==> config.mk <==
export PLATFORM = sky130hd
export DESIGN_NAME = canvas_write_scheduler
export DESIGN_NICKNAME = d
export VERILOG_FILES = /design/src/rtl/canvas_write_scheduler.sv
export SDC_FILE = /design/constraint.sdc
export NUM_CORES = 1
export LEC_CHECK = 0
export CORE_MARGIN = 3
export CORE_UTILIZATION = 41
export CTS_CLUSTER_SIZE = 8
export DETAILED_ROUTE_END_ITERATION = 10
export PLACE_DENSITY = 0.68
export RECOVER_POWER = 100
export SETUP_SLACK_MARGIN = 0.05
export SYNTH_ARGS = -nofsm -noshare
export SYNTH_HDL_FRONTEND = slang
export SYNTH_SLANG_ARGS = --single-unit
==> constraint.sdc <==
create_clock -name clk -period 4.1 [get_ports clk]
set_input_delay 1.025 -clock clk [delete_from_list [all_inputs] [get_ports clk]]
set_output_delay 1.025 -clock clk [all_outputs]
set_load 0.05 [all_outputs]
==> src/rtl/canvas_write_scheduler.sv <==
// Arbitrates the single canvas write port between the freehand tool and a raster layer-clear sweep.
// Optional feature: define CANVAS_CLEAR_ALL_EN to let clear_layer=0 sweep every layer at once.
module canvas_write_scheduler #(
  parameter int WIDTH = 640,
  parameter int HEIGHT = 480,
  parameter int LAYERS = 4,
  parameter int COLOR_WIDTH = 4,
  parameter logic [COLOR_WIDTH-1:0] COLOR_NONE = '0,
  localparam int XW = $clog2(WIDTH),
  localparam int YW = $clog2(HEIGHT)
) (
  input  logic                   clk,
  input  logic                   reset,
  input  logic                   tool_valid,
  output logic                   tool_ready,
  input  logic [XW-1:0]          tool_x,
  input  logic [YW-1:0]          tool_y,
  input  logic [COLOR_WIDTH-1:0] tool_color,
  input  logic [2:0]             tool_layer,
  input  logic [LAYERS-1:0]      layer_visible,
  input  logic                   clear_req,
  input  logic [2:0]             clear_layer,
  output logic                   clear_busy,
  output logic                   clear_done,
  output logic                   tool_dropped,
  output logic [XW-1:0]          wr_x,
  output logic [YW-1:0]          wr_y,
  output logic [COLOR_WIDTH-1:0] wr_color,
  output logic [LAYERS-1:0]      wr_en
);
  typedef enum logic [1:0] {IDLE, CLEAR, DONE} state_t;

  localparam logic [2:0]    LAYER_MAX = 3'(LAYERS);
  localparam logic [XW-1:0] X_LAST    = XW'(WIDTH - 1);
  localparam logic [YW-1:0] Y_LAST    = YW'(HEIGHT - 1);

  state_t                   state_q, state_d;
  logic [XW-1:0]            cx_q, cx_d;
  logic [YW-1:0]            cy_q, cy_d;
  logic [2:0]               clr_layer_q, clr_layer_d;
  logic                     last_tool_q, last_tool_d;
  logic [XW-1:0]            wr_x_q, wr_x_d;
  logic [YW-1:0]            wr_y_q, wr_y_d;
  logic [COLOR_WIDTH-1:0]   wr_color_q, wr_color_d;
  logic [LAYERS-1:0]        wr_en_q, wr_en_d;
  logic                     tool_dropped_q, tool_dropped_d;
  logic                     clear_done_q, clear_done_d;

  logic                     in_clear, sweep_all, req_ok, tool_vis;
  logic                     eligible, tool_grant, clear_grant;
  logic [LAYERS-1:0]        tool_sel, clr_sel;

`ifdef CANVAS_CLEAR_ALL_EN
  logic clr_all_q, clr_all_d;
  assign sweep_all = clr_all_q;
  assign req_ok    = (clear_layer <= LAYER_MAX);
`else
  assign sweep_all = 1'b0;
  assign req_ok    = (clear_layer != 3'd0) && (clear_layer <= LAYER_MAX);
`endif

  // Layer numbers are 1-based; 0 and values above LAYERS select nothing.
  always_comb begin
    tool_vis = 1'b0;
    tool_sel = '0;
    clr_sel  = '0;
    for (int i = 0; i < LAYERS; i++) begin
      if (tool_layer == 3'(i + 1)) begin
        tool_vis    = layer_visible[i];
        tool_sel[i] = 1'b1;
      end
      if (clr_layer_q == 3'(i + 1)) clr_sel[i] = 1'b1;
    end
  end

  assign in_clear    = (state_q == CLEAR);
  assign tool_ready  = !in_clear || (!last_tool_q && !sweep_all);
  assign eligible    = tool_valid && tool_vis &&
                       !(in_clear && (sweep_all || (tool_layer == clr_layer_q)));
  assign tool_grant  = eligible && tool_ready;
  assign clear_grant = in_clear && !tool_grant;

  always_comb begin
    state_d        = state_q;
    cx_d           = cx_q;
    cy_d           = cy_q;
    clr_layer_d    = clr_layer_q;
    last_tool_d    = last_tool_q;
    wr_x_d         = wr_x_q;
    wr_y_d         = wr_y_q;
    wr_color_d     = wr_color_q;
    wr_en_d        = '0;
    tool_dropped_d = tool_valid && !eligible;
    clear_done_d   = (state_q == DONE);
`ifdef CANVAS_CLEAR_ALL_EN
    clr_all_d      = clr_all_q;
`endif
    case (state_q)
      IDLE: begin
        if (clear_req && req_ok) begin
          state_d     = CLEAR;
          clr_layer_d = clear_layer;
          cx_d        = '0;
          cy_d        = '0;
          last_tool_d = 1'b0;
`ifdef CANVAS_CLEAR_ALL_EN
          clr_all_d   = (clear_layer == 3'd0);
`endif
        end
      end
      CLEAR: begin
        last_tool_d = tool_grant;
        // The sweep position only moves on cycles the clear engine owns the bus.
        if (clear_grant) begin
          if (cx_q == X_LAST) begin
            cx_d = '0;
            if (cy_q == Y_LAST) begin
              cy_d    = '0;
              state_d = DONE;
            end else begin
              cy_d = cy_q + YW'(1);
            end
          end else begin
            cx_d = cx_q + XW'(1);
          end
        end
      end
      DONE:    state_d = IDLE;
      default: state_d = IDLE;
    endcase

    if (tool_grant) begin
      wr_x_d     = tool_x;
      wr_y_d     = tool_y;
      wr_color_d = tool_color;
      wr_en_d    = tool_sel;
    end else if (clear_grant) begin
      wr_x_d     = cx_q;
      wr_y_d     = cy_q;
      wr_color_d = COLOR_NONE;
      wr_en_d    = sweep_all ? {LAYERS{1'b1}} : clr_sel;
    end
  end

  always_ff @(posedge clk or posedge reset) begin
    if (reset) begin
      state_q        <= IDLE;
      cx_q           <= '0;
      cy_q           <= '0;
      clr_layer_q    <= '0;
      last_tool_q    <= 1'b0;
      wr_x_q         <= '0;
      wr_y_q         <= '0;
      wr_color_q     <= '0;
      wr_en_q        <= '0;
      tool_dropped_q <= 1'b0;
      clear_done_q   <= 1'b0;
`ifdef CANVAS_CLEAR_ALL_EN
      clr_all_q      <= 1'b0;
`endif
    end else begin
      state_q        <= state_d;
      cx_q           <= cx_d;
      cy_q           <= cy_d;
      clr_layer_q    <= clr_layer_d;
      last_tool_q    <= last_tool_d;
      wr_x_q         <= wr_x_d;
      wr_y_q         <= wr_y_d;
      wr_color_q     <= wr_color_d;
      wr_en_q        <= wr_en_d;
      tool_dropped_q <= tool_dropped_d;
      clear_done_q   <= clear_done_d;
`ifdef CANVAS_CLEAR_ALL_EN
      clr_all_q      <= clr_all_d;
`endif
    end
  end

  assign clear_busy   = in_clear;
  assign clear_done   = clear_done_q;
  assign tool_dropped = tool_dropped_q;
  assign wr_x         = wr_x_q;
  assign wr_y         = wr_y_q;
  assign wr_color     = wr_color_q;
  assign wr_en        = wr_en_q;
endmodule

Word-level counts from Yosys, hierarchy flattened
Index checks and enable logic that the tools add are counted.

operators by class
  $add $sub $neg = 2
  order comparisons = 1
  equality and inequality tests = 17
  multiplexer cells = 36
  reductions and logical operators = 23

operators by type and width
  cell                     count
  $mux W9                  6
  $mux W10                 5
  $pmux W10 S2             1
  $pmux W9 S2              1
  $mux W4                  4
  $mux W1                  13
  $eq A3 B2 Y1 const B     4
  $add A10 B1 Y10 const B  1
  $eq A10 B10 Y1 const B   1
  $add A9 B1 Y9 const B    1
  $eq A9 B9 Y1 const B     1
  $logic_and A1 B1 Y1      8
  $mux W2                  4
  $reduce_and A4 Y1        2
  $eq A3 B1 Y1 const B     2
  $eq A3 B3 Y1 const B     2
  $ne A2 B1 Y1 const B     3
  $logic_not A1 Y1         5
  $pmux W2 S2              1
  $reduce_and A2 Y1        2
  $reduce_bool A2 Y1       2
  $eq A3 B3 Y1             1
  $le A3 B3 Y1 const B     1
  $reduce_and A3 Y1        1
  other kinds (7)          7

storage, ports and cells
  register bits = 54

Logic depth before layout (Yosys ltp)
  depth in word-level cells = 12
  gate-level depth with buffers = 8

Worst setup path before layout
OpenSTA, ideal clock, no wires.

  path type = input to register
  start point = input port tool_layer[1]
  end point = register cy_q[3]
  setup time = 0.126 ns
  arrival time = 2.748 ns
  data required time = 3.974 ns
  slack = 1.226 ns
  stages on the path = 7
  path buffers = 2
  path through = buf_6 -> or3b_2 -> o2111ai_2 -> nor3_2 -> or3_1 -> buf_2 -> a221o_1

on the way
  cells in the longest elaborated chain, start to end = 12

ends and longest elaborated chain
  element                        RTL line  source
  start, declared                19        input logic [2:0] tool_layer,
  $eq A3 B1 Y1                   68        if (tool_layer == 3'(i + 1)) begin
  $mux W1 (4 in a row)           68
  $logic_and A1 B1 Y1            78        assign eligible = tool_valid && tool_vis &&
  $logic_and A1 B1 Y1 *          78
  $logic_and A1 B1 Y1 *          80        assign tool_grant = eligible && tool_ready;
  $logic_not A1 Y1 *             81        assign clear_grant = in_clear && !tool_grant;
  $logic_and A1 B1 Y1 *          81
  $ne A2 B1 Y1 (no line) *       n/a
  $reduce_and A4 Y1 (no line) *  n/a
  end signal, assigned           164       cy_q <= cy_d;
  end, declared                  39        logic [YW-1:0] cy_q, cy_d;

Every way passes the cells marked *; elsewhere a longest branch is shown, timed or not.
A chain may end at the register's enable or synchronous reset.

Worst setup path in the final report
  start point = input port tool_layer[1]
  end point = register wr_en_q[0] (netlist: wr_en[0])

on the way
  cells in the longest elaborated chain, start to end = 12

ends and longest elaborated chain
  element                           RTL line  source
  $eq A3 B1 Y1                      68
  $mux W1 (4 in a row)              68
  $logic_and A1 B1 Y1 (2 in a row)  78
  $logic_and A1 B1 Y1               80
  $logic_not A1 Y1                  81
  $logic_and A1 B1 Y1               81
  $mux W4                           137       end else if (clear_grant) begin
  $mux W4 *                         132       if (tool_grant) begin
  net wr_en_d[0]                    45        logic [LAYERS-1:0] wr_en_q, wr_en_d;
  end signal, assigned              170       wr_en_q <= wr_en_d;
  end, declared                     45

The timed path passes the listed nets; every way through them passes the cells marked *.

==> impl_results.md <==
- EDFF count, synth: 0
- Setup TNS: 0 ns
- Final setup viols: 0
- Status: finished, final reports clean
- Hold Buf Count CTS: 0
- Chip width: 88.33 µm
- Synth Area per Inst: 10.61 µm²
- Final period util: 86.22%
- # port buffers: 67
- Routed vias/inst: 5.778
- Wire per inst: 17.02 µm
- TritonCTS buffer count: 5
- Initial antenna violation count: 0
- RR Endpoint: wr_en[0]$_DFF_PP0_
- RD Place Congestion: 0.8648
- Nets: 367
- Mapped Cells: 262
- N_diodes: 0
- Slew @ Worst Pin: 1.306 ns
- Top FF cell, synth: dfrtp_1
- Worst Path Arrival: 3.76 ns
- Area grow syn2layout: 30.89%
- Detailed placement HPWL: 4973 µm
- RSZ-0062 raised after global routing: false
- Tot GR Track Use: 19.34%
- Chip height: 88.33 µm
- Synth top area share: 48.63%
- Crit path to: wr_en[0]$_DFF_PP0_
- Area of the multi-input gates: 0.001349 mm²
- Longest Clk Path Bufs: 2
- Startpoint Class: input pin
- Total power per unit cell area: 430.8 mW/mm²
- Hold Crit Class: reg2reg
- Leak: 1.454 nW
- Top post-synthesis cells by area: dfrtp_1 (49%), o221a_2 (7.3%), nand2b_1 (4.5%)
- Synth Warn #: 0
- Critical Path RT: 4.32 ns
- Crit path from: tool_layer[1]
- DRC Markers: 0
- CP Max Fanout: 12
- Synth unique cells: 51
- Vias in the first global route: 2,430
- Reg2reg start: state_q[0]$_DFFE_PP0P_
- MaxCap Viol Count: 0
- Slew Limit Fails: 0
- Clock-pin slew on the worst setup and hold paths: 0.10 ns
- H-Tree Depth: 2
- Fin crit period: 3.535 ns
- Clock root cell: clkbuf_8
- Area leader, netlist: dfrtp_1
- Normalized max-slew margin: 12.90%
- # fillers: 567
- Reg-to-reg setup timing slack: 1.53 ns
- Peak supply drop: 0.1626 mV
- Syn_nets: 301
- Clock sinks: 54
- Fmax: 0.2829 GHz
- Core Box Area: 0.006459 mm²
- Mapped Area: 0.002779 mm²
- Flops & latches, synth: 54
- Post-CTS Setup Bufs: 0
- DRT Pass-1 Iters: 4
- CP Capture Type: flop
- Final WS setup: 0.5650 ns
- CTS tree: yes
- Fin Clk Skew: 0.008215 ns
- Sequential Area: 0.001351 mm²
- Row Count: 29
- GRT overflow: 0
- Setup slack at placement: 0.3943 ns
- First-pass GRT wire length: 12,050 µm
- DRT antenna net count: 0
- Initial Util: 43.03%
- Final Hold Vio Count: 0
- Largest net degree at the start of global routing: 32
- R2R depth: 7
- DR iter-0 viols: 151
- Layout cells sized above 1: 13.37%
- Worst-Skew Late Latency: 0.31 ns
- Drt total wl: 6910 µm
- Die area: 0.007801 mm²
- Fraction of registers with async set/reset: 100.0%
- Via Count: 2,346
- Crit Path Category: in2reg
- Post-CTS sizing: 0
- I/O pin cnt: 68
- Register area share after synthesis: 48.63%
[area by class of cell]
type	instances	share of cell area, %
multi-input combinational	187	37.08
inverter	6	0.6192
timing repair buffer	74	19.47
tap	77	2.649
clock inverter	2	1.032
sequential	54	37.15
clock buffer	6	1.995
[cell usage in the layout (no fill, tap or decap), types with 5 or more instances in the layout]
master           netlist  layout
dfrtp_1               54      54
clkdlybuf4s50_1        0      33
a221o_1                5       5
nand2b_1              20      20
nor3_1                 8       9
nor2_1                 7       7
inv_1                  6       6
dlygate4sd3_1          0      34
a22o_1                 5       5
nand2_1               19      19
o21ai_0               11      11
o221a_2               18      18
o31ai_1                8       7
clkbuf_1              12       5
clkbuf_8               0       5
nand3_1               16      16
[sequential cells by signal, summed over array words and instances (netlist names)]
register	flops
cy_q	9
clear_done	1
wr_en	4
wr_y	9
wr_x	10
state_q	2
wr_color	4
cx_q	10
tool_dropped	1
last_tool_q	1
clr_layer_q	3
[routing by layer]
layer  share of wire, %  track usage, %  vias up  routed length, µm
met5                  0               0        -                  0
met4               0.72           3.846        0                 50
met3                4.8           3.911        6                334
met2                 47           31.14       61               3261
met1                 47           27.30     1157               3264
li1                   -               -     1122                  -
[through the flow]
| step | area [µm²] | cells | power (W) | hold WS (ns) | utilization [%] |
|---|---|---|---|---|---|
| floorplan | 2779 | 262 | 0.001058 | 0.4783 | - |
| global placement | 3547 | 398 | 0.001234 | 0.4848 | 54.92 |
| detailed placement | 3547 | 398 | 0.001245 | 0.4870 | 54.92 |
| CTS | 3657 | 406 | 0.001601 | 0.5159 | 56.63 |
| global route | 3637 | 406 | 0.001656 | 0.5392 | 56.32 |
| finish | 3637 | 406 | 0.001567 | 0.5067 | 56.32 |
[cell usage after synthesis, drive strengths merged (5+ instances only)]
library cell	number
a221o	5
nor2	7
inv	6
o221a	18
nand3	16
nor3	9
o31ai	8
a22o	5
dfrtp	54
mux2	5
o21ai	12
nand2	19
clkbuf	12
nand2b	20
[kinds of logic (layout without fill, tap and decap cells)]
logic type,count (synthesis),after routing,synth area share (%)
simple gates,112,112,23.86
buf+inv,21,88,3.197
xor+xnor,4,4,1.261
fa+ha+maj,2,2,0.9004
compound gates,63,63,19.77
flops,54,54,48.63
mux,6,6,2.386
[report_power, final]
group	switching (W)	total, W	leakage [nW]	internal, W
clock	0.000177	0.000359	0.0514	0.000183
sequential	0.0000966	0.000715	0.631	0.000618
combinational	0.000290	0.000493	0.771	0.000203
total	0.000564	0.00157	1.45	0.00100
[worst max-delay path, stage by stage]
cell           delay, ns
dlygate4sd3_1       0.71
and4bb_2            0.31
a211oi_4            0.07
nor4b_2             0.98
clkbuf_1            0.41
nand2_1             0.09
o22ai_1             0.15
[how the worst min path moves through the flow]
| stage | from | endpoint | slack [ns] | cells after the start |
|---|---|---|---|---|
| after floorplan | cx_q[9]$_DFFE_PP0P_ | cx_q[9]$_DFFE_PP0P_ | 0.48 | 1 |
| after global placement | wr_color[2]$_DFFE_PP0P_ | wr_color[2]$_DFFE_PP0P_ | 0.48 | 1 |
| after detailed placement | wr_color[2]$_DFFE_PP0P_ | wr_color[2]$_DFFE_PP0P_ | 0.49 | 1 |
| after CTS | wr_color[2]$_DFFE_PP0P_ | wr_color[2]$_DFFE_PP0P_ | 0.52 | 1 |
| after global routing | wr_color[3]$_DFFE_PP0P_ | wr_color[3]$_DFFE_PP0P_ | 0.54 | 1 |
| final | wr_color[2]$_DFFE_PP0P_ | wr_color[2]$_DFFE_PP0P_ | 0.51 | 1 |
Power figures use the tool's default switching activity.
